--- config.mk ---
export PLATFORM = sky130hd
export DESIGN_NAME = booth_controller
export DESIGN_NICKNAME = d
export VERILOG_FILES = /design/src/rtl/booth_controller.sv
export SDC_FILE = /design/constraint.sdc
export NUM_CORES = 1
export LEC_CHECK = 0
export ABC_AREA = 1
export CAP_MARGIN = 10
export CORE_UTILIZATION = 39
export DETAILED_ROUTE_END_ITERATION = 10
export PLACE_DENSITY = 0.67
export SLEW_MARGIN = 20
export SYNTH_ARGS = -nofsm -noshare
export SYNTH_HDL_FRONTEND = slang
export SYNTH_SLANG_ARGS = --single-unit
--- constraint.sdc ---
create_clock -name clk -period 2.3 [get_ports clk]
set_input_delay 0.46 -clock clk [delete_from_list [all_inputs] [get_ports clk]]
set_output_delay 0.46 -clock clk [all_outputs]
set_load 0.05 [all_outputs]
--- src/rtl/booth_controller.sv ---
// Sequencer for a signed radix-2 Booth multiplier: WIDTH add/sub + arithmetic-shift steps per request.
// Define BOOTH_PACED_EN to pace steps from an internal tick counter (one step per DIV_VALUE+1 clocks).
module booth_controller #(
  parameter int WIDTH     = 8,
  parameter int DIV_VALUE = 4999
) (
  input  logic                 clk,
  input  logic                 rst,
  input  logic                 start,
  input  logic [WIDTH-1:0]     multiplicand,
  input  logic [WIDTH-1:0]     multiplier,
  output logic                 busy,
  output logic                 done,
  output logic [2*WIDTH-1:0]   product
);

  // state | meaning
  // IDLE  | waiting for start; operands captured on the accepting edge
  // RUN   | one Booth step per step enable, WIDTH steps total
  typedef enum logic {IDLE, RUN} state_t;

  localparam int SW = $clog2(WIDTH + 1);
  localparam logic [SW-1:0] LAST_STEP = SW'(WIDTH - 1);

  state_t state, state_nx;

  logic [WIDTH:0]   a_r, m_r, sum, a_sh;
  logic [WIDTH-1:0] q_r, q_sh;
  logic             q1_r, q1_sh;
  logic [SW-1:0]    step_r;
  logic             step_en, accept, last;

  assign accept = (state == IDLE) && start;
  assign last   = (step_r == LAST_STEP);

`ifdef BOOTH_PACED_EN
  localparam int TW = (DIV_VALUE > 0) ? $clog2(DIV_VALUE + 1) : 1;
  localparam logic [TW-1:0] TICK_TC = TW'(DIV_VALUE);

  logic [TW-1:0] tick_r;

  always_ff @(posedge clk or posedge rst) begin
    if (rst)
      tick_r <= '0;
    else if (accept)
      tick_r <= '0;
    else if (state == RUN)
      tick_r <= (tick_r == TICK_TC) ? '0 : tick_r + 1'b1;
  end

  assign step_en = (state == RUN) && (tick_r == TICK_TC);
`else
  logic unused_div;
  assign unused_div = (DIV_VALUE != 0);
  assign step_en    = (state == RUN);
`endif

  // A carries an extra sign bit so subtracting M = -2^(WIDTH-1) cannot overflow.
  always_comb begin
    sum = a_r;
    unique case ({q_r[0], q1_r})
      2'b01:   sum = a_r + m_r;
      2'b10:   sum = a_r - m_r;
      default: sum = a_r;
    endcase
    a_sh  = {sum[WIDTH], sum[WIDTH:1]};
    q_sh  = {sum[0], q_r[WIDTH-1:1]};
    q1_sh = q_r[0];
  end

  always_ff @(posedge clk or posedge rst) begin
    if (rst)
      state <= IDLE;
    else
      state <= state_nx;
  end

  always_comb begin
    state_nx = state;
    unique case (state)
      IDLE:    if (start) state_nx = RUN;
      RUN:     if (step_en && last) state_nx = IDLE;
      default: state_nx = IDLE;
    endcase
  end

  always_comb begin
    busy = (state == RUN);
  end

  always_ff @(posedge clk or posedge rst) begin
    if (rst) begin
      a_r     <= '0;
      m_r     <= '0;
      q_r     <= '0;
      q1_r    <= 1'b0;
      step_r  <= '0;
      done    <= 1'b0;
      product <= '0;
    end else begin
      done <= 1'b0;
      if (accept) begin
        a_r    <= '0;
        m_r    <= {multiplicand[WIDTH-1], multiplicand};
        q_r    <= multiplier;
        q1_r   <= 1'b0;
        step_r <= '0;
      end else if (step_en) begin
        a_r    <= a_sh;
        q_r    <= q_sh;
        q1_r   <= q1_sh;
        step_r <= step_r + 1'b1;
        if (last) begin
          product <= {a_sh[WIDTH-1:0], q_sh};
          done    <= 1'b1;
        end
      end
    end
  end

endmodule

==> results.toml <==
[grt]
grt_pass1_vias = 1929
antenna_found_initial = 0
grt_max_degree = 29
track_usage_pct = 17.5
grt-ovfl-total = 0
grt_pass1_wl_um = 9050

[sta]
setup-violations-final = 0
rsz0062_at_grt = "true"
hold_viol = 0
maxSlewHeadroom_pct = 65.3
clock_skew_ns = 0.00735
slew_violations = 0
tightest_slew_ns = 0.518
period_share_pct = 97.9
fmax_ghz = 0.444
min_period_ns = 2.25

[floorplanning]
pin_count = 37
die_w_um = 82.7
die_h_um = 82.7
coreArea_um2 = 6310
rows = 29
start_util_pct = 40.2
dieArea_um2 = 6830

[setup_path]
cp-startpoint = "m_r[1]$_DFFE_PP0P_"
max_stage_delay_ns = 0.39
critPathArrivalTime_ns = 2.49
reg2reg_to = "a_r[7]$_DFFE_PP0P_"
crit_family = "simple AND/OR/NAND/NOR gates"
reg2reg_slack_ns = 0.05
crit_fanout = 5
timing.rr.start = "m_r[1]$_DFFE_PP0P_"
cp.required_ns = 2.54
worstRegToRegCells = 20
crit_chain = "inv_2 -> buf_4 -> nand3_4 -> nor2_4 -> nand2_1 -> nand2_1 -> xor2_1 -> inv_1 -> ha_4 -> nand2_1 -> nand2_2 -> nand2_2 -> nand2_1 -> a21oi_1 -> nand2_1 -> nand3_1 -> nand2_1 -> nand2_1 -> nand2_1 -> nand2_1"
cp_slowest_cell = "dfrtp_1"
cp_common_cell = "nand2_1"
worstSetupPathType = "reg -> reg"
start_kind = "flop"
cp_num_buf_inv = 3
end_kind = "flop"
critPathCapture = "a_r[7]$_DFFE_PP0P_"
path_depth = 20

[yosys]
synth_cell_types = 34
avgSynthCellArea_um2 = 8.43
syn-num-nets = 332
synth_top_area_share_pct = 46.4
netlist_top_cells_area = "dfrtp_1, nand2_1, ha_1"
netlist_area_um2 = 2540
synth_seq_cells = 47
syn_inst = 301
yosysWarnings = 0
ys_seq_area_share_pct = 46.4
synth_top_area_cell = "dfrtp_1"

[detailed_routing]
vias_per_cell = 4.81
via_count = 2059
drt-initial-drc-count = 125
ant_nets = 0
drcViolationCount = 0
wire_per_inst_um = 12.5
dr.pass1.iters = 4
wl_um = 5350

[cells_and_area]
nets = 382
fin_util_pct = 51.9
synthToLayoutAreaGrowth_pct = 29.1
drive_gt1_share_pct = 20.5
multi_input_area_um2 = 1300
antenna_cells = 0
area.sequential_um2 = 1180
fill_cells = 616

[clock_network]
cts_root_buf = "clkbuf_8"
clockBufferDepth = 2
cts_tree = "built"
cts_sinks = 47
clk_pin_slew_ns = 0.08
clk_latency_ns = 0.30
cts_max_level = 2
numCtsBuffers = 5

[place]
port_buffers = 36
gp_congestion = 0.851
dp_hpwl_um = 3940

[job]
max_cap_viol_count = 0

[worst_hold_path]
min_path_type = "reg -> reg"

[outcome]
status = "complete, no violations"
[per-layer routing]
layer,vias up,GRT usage (%),wire length (um)
li1,1064,-,-
met1,953,23.5,2590
met5,-,0,0
met2,38,29.0,2570
met4,0,4.66,57
met3,4,2.97,129
[flip-flops by register name, indices dropped and copies added (netlist names)]
name and flops:
q_r 8, m_r 8, busy 1, q1_r 1, product 16, step_r 4, done 1, a_r 8
[cells in the mapped netlist (all sizes together)]
| master | instances |
|---|---|
| clkbuf | 1 |
| buf | 8 |
| or2 | 2 |
| dfrtp | 47 |
| o21ai | 24 |
| ha | 11 |
| xnor2 | 3 |
| fa | 1 |
| a31oi | 1 |
| nand4 | 2 |
| mux2i | 2 |
| nand3 | 12 |
| o221ai | 4 |
| o211ai | 4 |
| o22ai | 2 |
| o21a | 1 |
| inv | 34 |
| a21oi | 10 |
| a22o | 2 |
| nor2 | 14 |
| a21boi | 1 |
| nand2 | 108 |
| clkinv | 1 |
| xor2 | 5 |
| a22oi | 1 |
[area by class of cell]
type / instances / share of cell area (%)
Tap cell: 77 / 2.94
Clock inverter: 2 / 0.420
Timing Repair Buffer: 52 / 15.1
Multi-Input combinational cell: 210 / 39.6
Inverter: 35 / 4.01
Clock buffer: 5 / 2.10
Sequential cell: 47 / 35.9
[repair_timing]
item | in CTS | in global routing
setup buffers | 1 | 1
pin swaps | 2 | 14
resized for setup | 8 | 29
hold buffers | 0 | 0
setup endpoints to repair | 7 | 12
[worst min-delay path by stage]
stage	start	end	cells past startpoint
2_1_floorplan	a_r[6]$_DFFE_PP0P_	a_r[6]$_DFFE_PP0P_	2
3_3_place_gp	product[7]$_DFFE_PP0P_	product[7]$_DFFE_PP0P_	2
3_5_place_dp	product[7]$_DFFE_PP0P_	product[7]$_DFFE_PP0P_	2
4_1_cts	product[7]$_DFFE_PP0P_	product[7]$_DFFE_PP0P_	2
5_1_grt	product[2]$_DFFE_PP0P_	product[2]$_DFFE_PP0P_	2
6_report	product[7]$_DFFE_PP0P_	product[7]$_DFFE_PP0P_	2
[logic make-up (layout without fill, tap and decap cells)]
| logic type | after synthesis | count (layout) | synth area share [%] |
|---|---|---|---|
| mux | 2 | 2 | 0.789 |
| flops | 47 | 47 | 46.4 |
| compound gates | 50 | 50 | 12.8 |
| fa+ha+maj | 12 | 12 | 6.21 |
| xor+xnor | 8 | 8 | 2.76 |
| simple gates | 138 | 138 | 22.2 |
| buf+inv | 44 | 94 | 8.92 |
[metrics by stage]
| stage | setup slack [ns] | instances | cell area, um^2 | TNS, ns | hold WS (ns) |
|---|---|---|---|---|---|
| after detailed placement | -0.0638 | 419 | 3010 | -0.338 | 0.459 |
| final | 0.0492 | 428 | 3280 | 0 | 0.475 |
| after floorplan | 0.112 | 301 | 2540 | 0 | 0.470 |
| after global routing | -0.124 | 428 | 3280 | -0.489 | 0.509 |
| after global placement | -0.00645 | 419 | 3010 | -0.00645 | 0.456 |
| after CTS | 0.000807 | 427 | 3160 | 0 | 0.481 |
[placed cells by master, fill, tap and decap left out, types with 3 or more instances in the layout]
cell type / netlist / layout
ha_4: 0 / 6
inv_1: 29 / 25
o21ai_1: 5 / 5
o21ai_0: 12 / 11
nor2_4: 0 / 3
clkbuf_8: 0 / 5
ha_1: 11 / 4
buf_4: 0 / 15
dfrtp_1: 47 / 47
inv_2: 5 / 9
o21ai_2: 7 / 8
nor2_2: 2 / 3
nor2_1: 12 / 8
clkdlybuf4s50_1: 0 / 35
nand3_1: 11 / 9
o221ai_1: 4 / 4
a21oi_1: 9 / 5
o211ai_1: 4 / 4
nand2_1: 106 / 100
xor2_1: 5 / 5
nand2_2: 1 / 6
a21oi_2: 1 / 5
xnor2_1: 3 / 3
[worst reg2reg max path: cells and delay by family (launching register included)]
kind | cells | cell delay (ns)
fa+ha+maj | 1 | 0.27
simple gates | 14 | 0.99
buf+inv | 3 | 0.31
xor+xnor | 1 | 0.15
compound gates | 1 | 0.11
flops | 1 | 0.39
Power is left out: the tool's default activity adds up to more than one toggle a clock period on the data nets, which glitch-free logic cannot reach.
